`config.mk`:
```
export PLATFORM = sky130hd
export DESIGN_NAME = sort_frame_loader
export DESIGN_NICKNAME = d
export VERILOG_FILES = /design/src/rtl/sort_frame_loader.sv
export SDC_FILE = /design/constraint.sdc
export NUM_CORES = 1
export LEC_CHECK = 0
export CAP_MARGIN = 20
export CORE_ASPECT_RATIO = 1.1
export CORE_MARGIN = 2
export CORE_UTILIZATION = 51
export CTS_CLUSTER_SIZE = 20
export DETAILED_ROUTE_END_ITERATION = 10
export PLACE_DENSITY = 0.78
export SYNTH_ARGS = -nofsm -noshare
export SYNTH_HDL_FRONTEND = slang
export SYNTH_SLANG_ARGS = --single-unit
```
`constraint.sdc`:
```
create_clock -name clk -period 2.21 [get_ports clk]
set_input_delay 0.221 -clock clk [delete_from_list [all_inputs] [get_ports clk]]
set_output_delay 0.221 -clock clk [all_outputs]
set_load 0.02 [all_outputs]
```
`src/rtl/sort_frame_loader.sv`:
```
// sort_frame_loader
//   Packs N consecutive DW-bit samples from a valid/ready stream into a frame.
//   The frame is presented on frame_data and a one-cycle sort_start pulse is
//   issued. The frame is then held for HOLD_CYCLES cycles before new samples
//   are accepted.
//
// Ports
//   clk        in   rising-edge clock
//   reset      in   synchronous, active-high reset
//   in_valid   in   sample present on in_data
//   in_data    in   sample value [DW-1:0]
//   in_ready   out  loader accepts a sample this cycle
//   flush      in   discard a partially filled frame (ignored while busy)
//   frame_data out  frame array [N-1:0] of DW-bit samples, to sorter data_in
//   sort_start out  one-cycle start pulse
//   busy       out  frame issued, hold window active
//   frame_cnt  out  frames issued, modulo 256
module sort_frame_loader #(
    parameter int DW          = 4,
    parameter int N           = 4,
    parameter int HOLD_CYCLES = 16
) (
    input  logic          clk,
    input  logic          reset,
    input  logic          in_valid,
    input  logic [DW-1:0] in_data,
    output logic          in_ready,
    input  logic          flush,
    output logic [DW-1:0] frame_data [N-1:0],
    output logic          sort_start,
    output logic          busy,
    output logic [7:0]    frame_cnt
);

    localparam int IW = $clog2(N);
    localparam int HW = (HOLD_CYCLES > 1) ? $clog2(HOLD_CYCLES) : 1;

    typedef enum logic [1:0] {
        S_FILL  = 2'd0,
        S_START = 2'd1,
        S_HOLD  = 2'd2
    } state_t;

    state_t          r_state;
    state_t          w_next;
    logic [IW-1:0]   r_idx;
    logic [HW-1:0]   r_hold_cnt;
    logic [7:0]      r_frame_cnt;
    logic [DW-1:0]   r_shadow [N-1:0];
    logic [DW-1:0]   r_frame  [N-1:0];
    logic            w_xfer;
    logic            w_last;

    // in_ready is decoded from registered state only; reset masks it so the
    // source never sees a handshake that the reset edge would swallow.
    assign in_ready   = (r_state == S_FILL) && !reset;
    assign busy       = (r_state != S_FILL);
    assign sort_start = (r_state == S_START);
    assign frame_cnt  = r_frame_cnt;
    assign frame_data = r_frame;

    assign w_xfer = in_valid && in_ready;
    assign w_last = (r_idx == IW'(N - 1));

    always_comb begin
        w_next = r_state;
        case (r_state)
            S_FILL:  if (!flush && w_xfer && w_last) w_next = S_START;
            S_START: w_next = S_HOLD;
            S_HOLD:  if (r_hold_cnt == '0) w_next = S_FILL;
            default: w_next = S_FILL;
        endcase
    end

    always_ff @(posedge clk) begin
        if (reset) begin
            r_state     <= S_FILL;
            r_idx       <= '0;
            r_hold_cnt  <= '0;
            r_frame_cnt <= '0;
            for (int i = 0; i < N; i++) r_frame[i] <= '0;
        end else begin
            r_state <= w_next;
            case (r_state)
                S_FILL: begin
                    // flush wins over a simultaneous transfer; that sample is dropped
                    if (flush) begin
                        r_idx <= '0;
                    end else if (w_xfer) begin
                        if (w_last) begin
                            // last sample bypasses the shadow buffer straight into the frame
                            for (int i = 0; i < N - 1; i++) r_frame[i] <= r_shadow[i];
                            r_frame[N-1] <= in_data;
                            r_idx        <= '0;
                            r_frame_cnt  <= r_frame_cnt + 8'd1;
                        end else begin
                            r_shadow[r_idx] <= in_data;
                            r_idx           <= r_idx + IW'(1);
                        end
                    end
                end
                S_START: r_hold_cnt <= HW'(HOLD_CYCLES - 1);
                S_HOLD:  if (r_hold_cnt != '0) r_hold_cnt <= r_hold_cnt - HW'(1);
                default: ;
            endcase
        end
    end

endmodule

```
==> flow_summary.toml, run 1 <==
[floorplan]
die_area_um2 = 4148
die_y_um = 67.35
core_um2 = 3568
rows = 23
start_util_pct = 52.14
die_x_um = 61.59
io_pins = 35

[placement]
dp_slack_ps = 83.38
gp_congestion = 0.9272
placement.io_buffers = 34
dp_hpwl_um = 3116
placedCellCount = 271
post_dp_cell_area_um2 = 2273

[synth]
yosys-top-cells-area = "dfxtp_1, edfxtp_1, a21oi_1, o21ai_0, nand3_1"
synth_area_leader_cell = "dfxtp_1"
yosys_register_bits = 44
synth_top_family_by_area = "simple AND/OR/NAND/NOR gates"
synth-simple-area-share_pct = 18.49
postSynthAreaPerCell_um2 = 9.690
synthAdderAreaFrac_pct = 4.035
syn_area_um2 = 1861
muxShareOfSynthArea_pct = 1.143
synth_xor_area_share_pct = 0
synth_top_area_share_pct = 34.43
synth_cells = 192
synth_compound_area_share_pct = 17.82
yosysWarnings = 0
synth_cell_types = 36
ys_seq_area_share_pct = 53.80
syn-num-nets = 206

[sta]
fin_skew_ps = 4.780
setup_tns_ps = 0
hold_slack_ps = 480.5
tightest_slew_ps = 399.7
period_needed_ps = 2002
rsz0062_at_grt = "false"
slew_headroom_pct = 73.35
fin_crit_sh_pct = 90.61
fin_ws_ps = 207.5
hold_violations = 0
finalMaxSlewViolations = 0
fmax_mhz = 499.4
final-setup-viol-count = 0

[cts]
clk_latency_ps = 300
cts_tree = "done"
ctsHoldBuffers = 0
root_buffer = "clkbuf_8"
post_cts_resized = 0
clk_pin_slew_ps = 80
postCtsSetupBuffers = 0
cts.sinks = 44
cts_buffers = 5
clk_path_buf_depth = 2
htreeDepth = 2

[setup_path]
arrival_ps = 1780
crit_family = "buffers and inverters"
start_kind = "flip-flop"
critPathKind = "reg -> out"
cp_num_buf_inv = 1
critical_path.endpoint_type = "primary output"
critPathRequiredTime_ps = 1990
max_stage_delay_ps = 610
crit_path_top_delay_cell = "clkdlybuf4s50_1"
cp_max_fo = 11
crit_chain = "or2_2 -> nor2_1 -> clkdlybuf4s50_1"

[route]
vias_per_cell = 5.663
drtIter0Drc = 128
via_count = 1580
drtAntennaViolNets = 0
wirelength_um = 4392
wl_per_cell_um = 15.74
first_pass_iters = 4
drc = 0

[cells_and_area]
drive_above_1_share_pct = 8.734
final_cell_mix = "clkdlybuf4s50_1, dfxtp_1, a21oi_1, o21ai_0, nand3_1"
n_antenna_cell = 0
fillers = 305
post-route-util_pct = 66.69
fin_area_um2 = 2380
syn_to_final_growth_pct = 27.91
final_common_cell = "clkdlybuf4s50_1"
layout.nets = 242
final_cells = 279

[power_and_ir_drop]
power_leakage_nw = 0.7784
p_sw_mw = 0.3102
pwr-share-seq_pct = 55.6
peakVddDrop_mv = 0.4139
internal_power_mw = 1.187
combPwrFrac_pct = 4.5
pwr-share-clk_pct = 39.9
p_sw_share_pct = 20.72
p_per_area_nw_per_um2 = 629.1
total_power_mw = 1.497

[global_route]
antenna_found_initial = 0
grt_max_degree = 20
grt_pass1_vias = 1480
grt_pass1_wl_um = 7017
grt_overflow = 0
track_usage_pct = 23.54

[flow_run]
maxCapViolations = 0

[hold_path]
min_path_type = "reg -> reg"

[status]
status = "completed"
layer usage:
metal | up-vias | GRT usage [%] | share of wire, %
li1 | 765 | - | -
met1 | 767 | 27.05 | 41
met2 | 41 | 40.00 | 54
met3 | 7 | 7.088 | 4.1
met4 | 0 | 9.840 | 1.6
met5 | - | 0 | 0
power groups by stage:
stage | sequential, mW | clock [mW] | combinational (mW)
2_1_floorplan | 0.851 | 0 | 0.0315
3_3_place_gp | 0.851 | 0 | 0.0635
3_5_place_dp | 0.852 | 0 | 0.0671
4_1_cts | 0.833 | 0.610 | 0.0673
5_1_grt | 0.834 | 0.630 | 0.0727
6_report | 0.833 | 0.597 | 0.0673
sequential cells by signal, indices dropped and copies added (netlist names):
register / cells
r_shadow: 12
r_state: 2
r_idx: 2
frame_data: 16
r_hold_cnt: 4
frame_cnt: 8
synthesized netlist by cell type:
| cell | instances |
|---|---|
| nor2b_1 | 4 |
| mux2i_1 | 1 |
| nor4b_1 | 1 |
| dfxtp_1 | 32 |
| nor2_1 | 6 |
| ha_1 | 6 |
| and2_1 | 3 |
| or4b_4 | 1 |
| inv_1 | 8 |
| clkbuf_1 | 10 |
| nor4_1 | 1 |
| o311ai_0 | 2 |
| or2_2 | 1 |
| nand2b_1 | 4 |
| a22o_1 | 1 |
| mux2_2 | 1 |
| o21a_1 | 1 |
| o41ai_1 | 2 |
| buf_2 | 4 |
| o21ai_0 | 23 |
| or3b_2 | 1 |
| nand4b_1 | 1 |
| nand2_1 | 5 |
| or4_1 | 2 |
| o31ai_1 | 2 |
| nor3_1 | 3 |
| a22oi_1 | 1 |
| edfxtp_1 | 12 |
| nand3b_1 | 1 |
| nand3_1 | 18 |
| or3_1 | 4 |
| a221oi_1 | 2 |
| nor4b_2 | 1 |
| nand4_1 | 1 |
| nor3b_1 | 1 |
| a21oi_1 | 25 |
worst reg2reg max path: stages (launching register included):
cell,delay (ps)
dfxtp_1,420
or4b_4,620
nor3_1,280
and2_1,280
kinds of logic (layout without fill, tap and decap cells):
group | Yosys count | after routing
flops | 44 | 44
compound gates | 59 | 59
buf+inv | 22 | 59
simple gates | 59 | 59
fa+ha+maj | 6 | 6
mux | 2 | 2
worst paths after layout:
| path | start | end | slack, ps | depth (start not counted) |
|---|---|---|---|---|
| worst min register to register | frame_data[15] | frame_data[15] | 480 | 2 |
| worst max register to register | r_state[1] | r_shadow[0][3] | 310 | 3 |
| worst max-delay path | r_state[1] | in_ready | 210 | 3 |
| worst min-delay path | frame_data[15] | frame_data[15] | 480 | 2 |
cell type report:
cell class	instances	area, um^2	area share [%]
clock inverter	3	37.54	1.577
tap	50	62.56	2.629
sequential	44	1001	42.06
timing repair buffer	43	407.9	17.14
inverter	8	30.03	1.262
multi-input combinational	126	772.0	32.44
clock buffer	5	68.82	2.892
Power figures use the tool's default switching activity.
==> inputs of run 2 (changes only) <==
Settings changed: MAX_ROUTING_LAYER from default to met4.
==> flow_summary.toml, run 2 (same netlist as run 1, synthesis figures left out) <==
[status]
status = "completed"

[setup_path]
cp_max_fo = 11
critPathRequiredTime_ps = 1990
r2r_slack_ps = 310
r2r_end = "r_shadow[0][3]"
arrival_ps = 1780
critical_path.endpoint_type = "primary output"
r2r_cells = 3
critPathKind = "reg -> out"
r2r-start = "r_state[1]"
start_kind = "flip-flop"

[placement]
placedCellCount = 271
placement.io_buffers = 34
dp_hpwl_um = 3116
post_dp_cell_area_um2 = 2273
gp_congestion = 0.9437

[hold_path]
min_path_cells = 2
min-delay-start = "frame_data[15]"
min_path_type = "reg -> reg"
hold_end = "frame_data[15]"

[global_route]
track_usage_pct = 24.16
grt_pass1_vias = 1486
grt_pass1_wl_um = 7003
grt_overflow = 0
antenna_found_initial = 0
grt_max_degree = 20

[power_and_ir_drop]
power_leakage_nw = 0.7784
total_power_mw = 1.497
pwr-share-seq_pct = 55.6
pwr-share-clk_pct = 39.9
p_sw_share_pct = 20.72
peakVddDrop_mv = 0.4138
combPwrFrac_pct = 4.5
p_per_area_nw_per_um2 = 629.1
internal_power_mw = 1.187
p_sw_mw = 0.3102

[cells_and_area]
multi_input_area_um2 = 772.0
final_cell_mix = "clkdlybuf4s50_1, dfxtp_1, a21oi_1, o21ai_0, nand3_1"
final_common_cell = "clkdlybuf4s50_1"
fin_area_um2 = 2380
drive_above_1_share_pct = 8.734
largest_register_ffs = 16
ff_latch_area_um2 = 1001
n_antenna_cell = 0
syn_to_final_growth_pct = 27.91
post-route-util_pct = 66.69
layout.nets = 242
final_cells = 279
fillers = 305

[route]
via_count = 1585
wirelength_um = 4379
drtIter0Drc = 149
vias_per_cell = 5.681
first_pass_iters = 4
drtAntennaViolNets = 0
drc = 0
wl_per_cell_um = 15.70

[sta]
period_needed_ps = 2002
setup_tns_ps = 0
fin_skew_ps = 4.814
slew_headroom_pct = 73.60
fin_crit_sh_pct = 90.60
fmax_mhz = 499.4
finalMaxSlewViolations = 0
tightest_slew_ps = 396.0
hold_violations = 0
rsz0062_at_grt = "false"
final-setup-viol-count = 0

[cts]
cts.sinks = 44
cts_buffers = 5
clk_latency_ps = 300
post_cts_resized = 0
root_buffer = "clkbuf_8"
cts_tree = "done"
clk_path_buf_depth = 2
postCtsSetupBuffers = 0
htreeDepth = 2
clk_pin_slew_ps = 80
ctsHoldBuffers = 0

[floorplan]
die_y_um = 67.35
core_um2 = 3568
io_pins = 35
rows = 23
die_x_um = 61.59
die_area_um2 = 4148
start_util_pct = 52.14

[flow_run]
maxCapViolations = 0
==> run 2: stage by stage <==
| step | hold WS, ps | setup WS (ps) |
|---|---|---|
| after floorplan | 319.9 | 450.7 |
| after global placement | 463.7 | 145.8 |
| after detailed placement | 469.1 | 83.38 |
| after CTS | 480.0 | 203.1 |
| after global routing | 508.2 | 97.83 |
| final | 480.5 | 207.8 |
==> run 2: per-layer routing <==
metal	vias up	part of all wire, %	track usage [%]
met5	-	0	-
met4	0	1.6	9.840
met3	8	4.4	7.088
met2	43	54	40.00
met1	769	40	26.93
li1	765	-	-
==> run 2: cell type report <==
type	count	area share, %
repair buffers	43	17.14
well taps	50	2.629
clock buffers	5	2.892
clock inverters	3	1.577
multi-input cells	126	32.44
flip-flops and latches	44	42.06
inverters	8	1.262
==> run 2: worst max-delay path by stage <==
stage | from | endpoint | slack, ps
after CTS | r_state[1] | in_ready | 200
after global placement | in_valid | r_shadow[0][0] | 150
final | r_state[1] | in_ready | 210
after detailed placement | in_valid | r_shadow[0][0] | 80
after floorplan | r_state[0] | r_shadow[0][0] | 450
after global routing | r_state[1] | in_ready | 100
==> run 2: worst max-delay path, stage by stage, from the launching register on <==
cell             delay [ps]
dfxtp_1                 420
or2_2                   350
nor2_1                  100
clkdlybuf4s50_1         610
==> run 2: power groups by stage <==
stage | combinational [mW] | sequential, mW | clock, mW
finish | 0.0672 | 0.833 | 0.597
global route | 0.0726 | 0.834 | 0.630
CTS | 0.0673 | 0.833 | 0.610
detailed placement | 0.0671 | 0.852 | 0
global placement | 0.0635 | 0.851 | 0
floorplan | 0.0315 | 0.851 | 0
